**config.mk**
```make
export PLATFORM = sky130hd
export DESIGN_NAME = mips_dmem_ws
export DESIGN_NICKNAME = d
export VERILOG_FILES = /design/src/rtl/mips_dmem_ws_pkg.sv /design/src/rtl/mips_ws_counter.sv /design/src/rtl/mips_dmem_ws.sv
export SDC_FILE = /design/constraint.sdc
export NUM_CORES = 2
export LEC_CHECK = 0
export CORE_ASPECT_RATIO = 0.7
export CORE_MARGIN = 2
export CORE_UTILIZATION = 60
export CTS_BUF_LIST = sky130_fd_sc_hd__clkbuf_4 sky130_fd_sc_hd__clkbuf_8
export CTS_CLUSTER_SIZE = 16
export DETAILED_ROUTE_END_ITERATION = 16
export GPL_ROUTABILITY_DRIVEN = 0
export HOLD_SLACK_MARGIN = 0.15
export PLACE_DENSITY = 0.76
export SLEW_MARGIN = 20
export SYNTH_ARGS = -nofsm -noshare
export SYNTH_HDL_FRONTEND = slang
export SYNTH_SLANG_ARGS = --single-unit
```
**constraint.sdc**
```tcl
create_clock -name clk -period 142.3 [get_ports clk]
set_input_delay 28.46 -clock clk [delete_from_list [all_inputs] [get_ports clk]]
set_output_delay 28.46 -clock clk [all_outputs]
set_load 0.01 [all_outputs]
```
**src/rtl/mips_dmem_ws_pkg.sv**
```systemverilog
// Shared definitions for the wait-stated MIPS data memory: the FSM state
// encoding, the wait counter width, and helpers that derive the byte-lane
// count and the byte-offset width from the data word width.
package mips_dmem_ws_pkg;

  localparam logic [1:0] ST_IDLE = 2'd0;
  localparam logic [1:0] ST_WAIT = 2'd1;
  localparam logic [1:0] ST_RESP = 2'd2;

  // Wide enough for the largest legal wait-state count (15).
  localparam int CNT_W = 4;

  // Number of byte lanes in one data word.
  function automatic int byte_lanes(input int data_w);
    return data_w / 8;
  endfunction

  // Number of low address bits that select a byte within a word.
  function automatic int off_w(input int data_w);
    return $clog2(data_w / 8);
  endfunction

endpackage

```
**src/rtl/mips_ws_counter.sv**
```systemverilog
// Loadable down-counter used as the wait-state timer. tc flags the last
// wait cycle, i.e. the cycle in which the counter holds 1.
module mips_ws_counter #(
  parameter int W = 4
) (
  input  logic         clk,
  input  logic         rst,
  input  logic         load,
  input  logic [W-1:0] load_val,
  input  logic         dec,
  output logic [W-1:0] count,
  output logic         tc
);

  // Load takes priority; decrement saturates at zero.
  always_ff @(posedge clk or posedge rst) begin
    if (rst) begin
      count <= '0;
    end else if (load) begin
      count <= load_val;
    end else if (dec && (count != '0)) begin
      count <= count - 1'b1;
    end
  end

  assign tc = (count == W'(1));

endmodule

```
**src/rtl/mips_dmem_ws.sv**
```systemverilog
// Word-organised data memory with a fixed number of wait states per access.
// One access is in flight at a time; requests arriving while busy are
// dropped. Illegal accesses (misaligned or beyond DEPTH) take the normal
// latency but only raise err, never touching storage.
//
//   state   | meaning
//   --------+-------------------------------------------------------------
//   IDLE    | ready=1, waiting for req
//   WAIT    | request captured, wait-state counter running
//   RESP    | done pulse; read data presented, write committed at exit
module mips_dmem_ws
  import mips_dmem_ws_pkg::*;
#(
  parameter int DATA_W   = 32,
  parameter int DEPTH    = 64,
  parameter int WAIT_CYC = 2,
  parameter int TEST_CH  = 1
) (
  input  logic                  clk,
  input  logic                  rst,
  input  logic                  req,
  input  logic                  we,
  input  logic [DATA_W/8-1:0]   be,
  input  logic [31:0]           addr,
  input  logic [DATA_W-1:0]     wdata,
  output logic                  ready,
  output logic                  done,
  output logic [DATA_W-1:0]     rdata,
  output logic                  err,
  output logic [16*TEST_CH-1:0] test_value
);

  localparam int LANES = byte_lanes(DATA_W);
  localparam int OFF   = off_w(DATA_W);
  localparam int IDX_W = (DEPTH > 1) ? $clog2(DEPTH) : 1;

  logic [1:0]        state;
  logic [1:0]        state_nxt;
  logic              accept;

  logic [31:0]       word_full;
  logic              addr_bad;

  logic              req_we;
  logic [LANES-1:0]  req_be;
  logic [DATA_W-1:0] req_wdata;
  logic [IDX_W-1:0]  req_idx;
  logic              req_bad;

  logic [CNT_W-1:0]  cnt;
  logic              cnt_tc;

  logic [DATA_W-1:0] mem [DEPTH];

  assign accept = (state == ST_IDLE) && req;

  // Legality is resolved at capture so the response path only needs a flag.
  assign word_full = addr >> OFF;
  assign addr_bad  = (addr[OFF-1:0] != '0) || (word_full >= 32'(DEPTH));

  mips_ws_counter #(
    .W (CNT_W)
  ) u_wait_cnt (
    .clk      (clk),
    .rst      (rst),
    .load     (accept),
    .load_val (CNT_W'(WAIT_CYC)),
    .dec      (state == ST_WAIT),
    .count    (cnt),
    .tc       (cnt_tc)
  );

  // Next-state logic; zero wait states skip WAIT entirely.
  always_comb begin
    state_nxt = state;
    case (state)
      ST_IDLE: begin
        if (req) begin
          state_nxt = (WAIT_CYC == 0) ? ST_RESP : ST_WAIT;
        end
      end
      ST_WAIT: begin
        if (cnt_tc) begin
          state_nxt = ST_RESP;
        end
      end
      ST_RESP: state_nxt = ST_IDLE;
      default: state_nxt = ST_IDLE;
    endcase
  end

  // State register; reset aborts any access in flight.
  always_ff @(posedge clk or posedge rst) begin
    if (rst) begin
      state <= ST_IDLE;
    end else begin
      state <= state_nxt;
    end
  end

  // Request capture on acceptance.
  always_ff @(posedge clk or posedge rst) begin
    if (rst) begin
      req_we    <= 1'b0;
      req_be    <= '0;
      req_wdata <= '0;
      req_idx   <= '0;
      req_bad   <= 1'b0;
    end else if (accept) begin
      req_we    <= we;
      req_be    <= be;
      req_wdata <= wdata;
      req_idx   <= word_full[IDX_W-1:0];
      req_bad   <= addr_bad;
    end
  end

  // Storage; a legal write commits its enabled lanes on the edge leaving RESP.
  always_ff @(posedge clk or posedge rst) begin
    if (rst) begin
      for (int i = 0; i < DEPTH; i++) begin
        mem[i] <= '0;
      end
    end else if ((state == ST_RESP) && req_we && !req_bad) begin
      for (int b = 0; b < LANES; b++) begin
        if (req_be[b]) begin
          mem[req_idx][8*b +: 8] <= req_wdata[8*b +: 8];
        end
      end
    end
  end

  assign ready = (state == ST_IDLE);
  assign done  = (state == ST_RESP);
  assign err   = done && req_bad;

  // Storage cannot change between capture and RESP, so a direct read here
  // returns the word as it stood on entry to RESP.
  assign rdata = (done && !req_we && !req_bad) ? mem[req_idx] : '0;

  // Low half-word of each of the first TEST_CH words.
  for (genvar k = 0; k < TEST_CH; k++) begin : g_test
    assign test_value[16*k +: 16] = mem[k][15:0];
  end

endmodule

```
======== Word-level counts from Yosys, hierarchy flattened ========
Index checks and enable logic that the tools add are counted.
word-level totals
  word-level logic and storage cells ...... 125
  flip-flop bits (word level) ............. 2098
  bits of input ports ..................... 72
  output and inout port bits .............. 51
cells by class
  equal/unequal tests ..................... 5
  multiplexer cells ....................... 28
  order comparisons ....................... 3
  add/subtract/negate cells ............... 1
  bitwise logic cells ..................... 1
  reduce and logical (&&, ||, !) cells .... 16
operators by type and width
  cell                                                                          number
  2048-bit 2-to-1 mux                                                           7
  2048-bit bitwise mux                                                          4
  32-bit demux with 6-bit select                                                4
  32-bit binary-select mux with 6-bit select                                    1
  32-bit 2-to-1 mux                                                             4
  30-bit by 7-bit >= comparator with 1-bit output, second input constant        1
  24-bit 2-to-1 mux                                                             1
  16-bit 2-to-1 mux                                                             1
  1-bit logical AND                                                             8
  4-bit 2-to-1 mux                                                              2
  8-bit 2-to-1 mux                                                              1
  7-bit >= comparator, second input constant                                    1
  7-bit by 1-bit less-than comparator with 1-bit output, second input constant  1
  6-bit inverter with 7-bit output                                              1
  4-bit by 1-bit == test with 1-bit output, second input constant               1
  2-bit 2-to-1 mux                                                              2
  2-bit inequality test, second input constant                                  2
  2-bit one-hot mux with 2 select lines                                         1
  2-bit nonzero test                                                            2
  4-bit nonzero test                                                            1
  4-bit by 1-bit subtractor with 4-bit output, second input constant            1
  2-bit by 1-bit == test with 1-bit output, second input constant               1
  2-bit == test, second input constant                                          1
  1-bit zero test                                                               2
  other kinds (3)                                                               3

======== Logic depth before layout (Yosys ltp) ========
  depth in word-level cells ............... 16
  gate-level depth with buffers ........... 10
  mapped depth without buffers ............ 6

======== Modules after synthesis ========
Synthesis repeated with hierarchy kept, for this count alone.
second synthesis, totals
  cells, all modules ...................... 6535
  area total of the unflattened synthesis .. 94214.1 µm²
modules (own cells, without submodules)
  module           area each (µm²)  seq. area each (µm²)  cells an instance  instances
  mips_dmem_ws     93927.6          52400.3               6505               1
  mips_ws_counter  286.5            100.1                 30                 1

======== Least setup slack after synthesis ========
OpenSTA, ideal clock, no wires.
  kind .................................... reg-to-output
  from .................................... reg req_idx[1]
  to ...................................... out rdata[11]
  stages on the path, launching flop included .. 8
  required time ........................... 113840 ps
  slack ................................... 111701 ps
  data arrival time ....................... 2139 ps
  path buffers ............................ 4
  cell sequence ........................... dfrtp_1 buf_4 buf_2 buf_2 clkbuf_1 mux4_2 a2111oi_0 a31oi_1
on the way
  longest elaborated chain between the ends .. 5
ends and longest elaborated chain
  what                                                    line                 source
  start, declared                                         mips_dmem_ws.sv:47   logic [IDX_W-1:0] req_idx;
  start signal, assigned                                  mips_dmem_ws.sv:113  req_idx <= word_full[IDX_W-1:0];
  6-bit inverter with 7-bit output (implied by the code)  mips_dmem_ws.sv:139  assign rdata = (done && !req_we && !req_bad) ? mem[req_idx] : '0;
  32-bit binary-select mux with 6-bit select              mips_dmem_ws.sv:139
  32-bit 2-to-1 mux (implied by the code) (2 in series)   mips_dmem_ws.sv:139
  32-bit 2-to-1 mux                                       mips_dmem_ws.sv:139
  end, declared                                           mips_dmem_ws.sv:28   output logic [DATA_W-1:0] rdata,
Every way passes these cells. The select of a mux whose other input is x is not followed.

======== Worst setup path in the final report ========
  from .................................... reg req_idx[2]
  to ...................................... out rdata[26]
The elaborated chain is that of the path after synthesis.

==> results.yml <==
synthesis:
  seq_area_frac_synth_pct: 55.7
  synth_top_area_share_pct: 55.7
  synthesis.area_um2: 94200
  syn_nets: 6626
  synthSimpleGateAreaFrac_pct: 2.79
  muxShareOfSynthArea_pct: 32.5
  synth-main-ff-cell: "dfrtp_1"
  avgSynthCellArea_um2: 14.4
  synth_compound_area_share_pct: 6.37
  synthArstFlopShare_pct: 100
  synth_edf_count: 0
  synth_warnings: 0
  synthAdderAreaFrac_pct: 0.0266
  synth_area_leaders: "dfrtp_1, mux2_2, mux4_2"
  synth.largest_area_cell: "dfrtp_1"
  ys_ff_latch: 2098
  synth_cell_types: 64
  synth_xor_area_share_pct: 0.0279
  synth_top_family_by_area: "multiplexers"
  syn_inst: 6552
timing:
  worst_pin_slew_ns: 1.30
  skew_ns: 0.0629
  rsz0062_at_grt: "no"
  min_period_ns: 34.84
  fmax_mhz: 28.7
  finalHoldViolCount: 0
  setup_slack_ns: 107.46
  relSlewSlack_pct: 12.8
  maxSlewViolCount: 0
  setup_viol: 0
  period_share_pct: 24.5
  fin_tns_setup_ns: 0
  hold_slack_ns: 0.477
floorplanning:
  fp.dieH_um: 336
  start_util_pct: 60.5
  dieArea_um2: 160000
  io_pins: 123
  std_cell_rows: 121
  die_x_um: 478
  core_um2: 156000
clocking:
  cts.sinks: 2098
  cts_hold_buf: 0
  cts_buffer_depth: 4
  post_cts_buffers: 0
  htreeDepth: 5
  cts_root_buffer: "clkbuf_8"
  clk_pin_slew_ns: 0.06
  cts_resized: 0
  tritoncts: "yes"
  cts_buffers: 322
  clkLatencyLatePin_ns: 1.07
detailed_routing:
  vias: 60200
  via_per_inst: 6.76
  drc_errors: 0
  drt_iter0_markers: 6456
  dr.pass1.iters: 8
  post_drt_wl_per_cell_um: 30.5
  routed_wl_um: 272000
  ant_nets: 0
setup_path:
  crit_arrival_ns: 6.38
  crit_type: "flip-flop to output pin"
  crit_path_max_fanout: 52
  cp-end-kind: "output pin"
  crit_required_ns: 113.84
  worstSetupStartpointType: "flip-flop"
worst_hold_path:
  worstHoldPathType: "flip-flop to flip-flop"
layout:
  layout_commonest_cell: "dfrtp_1"
  areaGrowthSynthToFinish_pct: 10.1
  drive_gt1_share_pct: 44.1
  final_cell_mix: "dfrtp_1, mux2_2, clkbuf_8"
  fin_nets: 6671
  nFillCells: 10900
  design_area_um2: 104000
power:
  p_per_area_nw_per_um2: 14.5
  power.leakage_nw: 50.1
  p_int_uw: 966
  swShare_pct: 35.6
  power_mw: 1.50
  vdd_drop_max_mv: 0.0248
  pwr-share-seq_pct: 41.4
  combPwrFrac_pct: 24.3
  power.switching_uw: 535
  clockPowerShare_pct: 34.3
global_routing:
  grtUsageTotal_pct: 34.2
  grt_pass1_vias: 61400
  grt_max_degree: 185
  antenna_found_initial: 12
  grt_overflow: 0
  grt_pass1_wl_um: 408000
placed_design:
  dp_slack_ns: 108.12
  port-buffer-count: 122
  placedInstanceArea_um2: 97100
  hpwl_um: 171000
status:
  status: "finished clean"
flow_run:
  max_cap_violations: 0
[layout make-up]
class | count | area [um2] | share of cell area (%)
well taps | 2091 | 2620 | 2.52
diodes | 15 | 37.5 | 0.0362
multi-input cells | 3887 | 39600 | 38.2
inverters | 33 | 133 | 0.128
clock inverters | 32 | 253 | 0.244
repair buffers | 255 | 2330 | 2.24
clock buffers | 504 | 6240 | 6.02
flip-flops and latches | 2098 | 52600 | 50.7
[through the flow]
step,instances,utilization [%]
2_1_floorplan,6552,-
3_3_place_gp,8363,62.3
3_5_place_dp,8363,62.4
4_1_cts,8899,66.5
5_1_grt,8903,66.6
6_report,8915,66.6
[cell usage after synthesis, types with 4 or more instances]
cell type and number:
mux2_2 1933, inv_1 33, a221oi_1 70, buf_4 33
nor4bb_1 5, nand2_4 4, o22a_1 58, and2_1 8
or3_1 5, o21ai_1 19, nor2_1 72, nor2b_1 5
o22ai_1 118, mux4_2 260, buf_1 34, nor4_1 36
nor2_2 5, and3b_1 5, o21ai_0 17, nand2_2 32
a21oi_1 119, clkbuf_1 358, nor2_4 5, nand3b_1 4
mux2_1 159, nand3_1 8, buf_2 105, a22oi_1 366
dfrtp_1 2098, buf_6 4, nand2b_1 8, nand2_1 331
a31oi_1 31, a2111oi_0 28, mux2i_1 123
[cell families (layout without fill, tap and decap cells)]
logic type | count (synthesis) | in the layout
flip-flops | 2098 | 2098
buffers and inverters | 567 | 824
adder cells (fa/ha/maj) | 2 | 2
multiplexers | 2475 | 2475
AND/OR/NAND/NOR | 560 | 560
other | 0 | 15
XOR/XNOR | 3 | 3
AO/OA/AOI/OAI | 847 | 847
[flip-flops by register name, summed over array words and instances, names as in the netlist]
register / cells
req_we: 1
state: 2
req_idx: 6
u_wait_cnt.count: 4
mem: 2032
req_be: 4
req_wdata: 32
test_value: 16
req_bad: 1
[power groups by stage]
stage | Combinational (mW) | Clock, mW | Sequential, mW
5_1_grt | 0.377 | 0.549 | 0.622
3_5_place_dp | 0.355 | 0 | 0.632
4_1_cts | 0.355 | 0.520 | 0.621
3_3_place_gp | 0.349 | 0 | 0.631
6_report | 0.365 | 0.515 | 0.622
2_1_floorplan | 0.233 | 0 | 0.621
[per-layer routing]
layer,routed length (um),up-vias,GRT usage (%)
li1,-,24600,-
met1,112000,31900,48.7
met2,116000,3012,47.7
met3,29700,701,10.9
met4,13900,20,16.5
met5,402,-,1.41
[critical path, stage by stage (launching register included)]
cell             delay (ns)
dfrtp_4                0.90
buf_4                  0.79
clkinv_2               1.02
buf_4                  0.66
a221oi_1               0.35
o211ai_1               0.13
a211oi_1               0.44
a41oi_1                0.39
clkdlybuf4s50_1        0.59
[worst paths after layout]
check                           startpoint            end  slack [ns]  cells past startpoint
worst min-delay path              state[1]       state[0]        0.48                      1
max in group asynchronous              rst  req_wdata[24]      109.71                      7
worst min register to register    state[1]       state[0]        0.48                      1
worst max-delay path            req_idx[2]      rdata[26]      107.46                      8
worst max register to register  req_idx[2]      mem[1644]      136.39                      6
min in group asynchronous              rst       mem[243]       27.96                      2
Note: power is estimated with default switching activity, not from simulation.
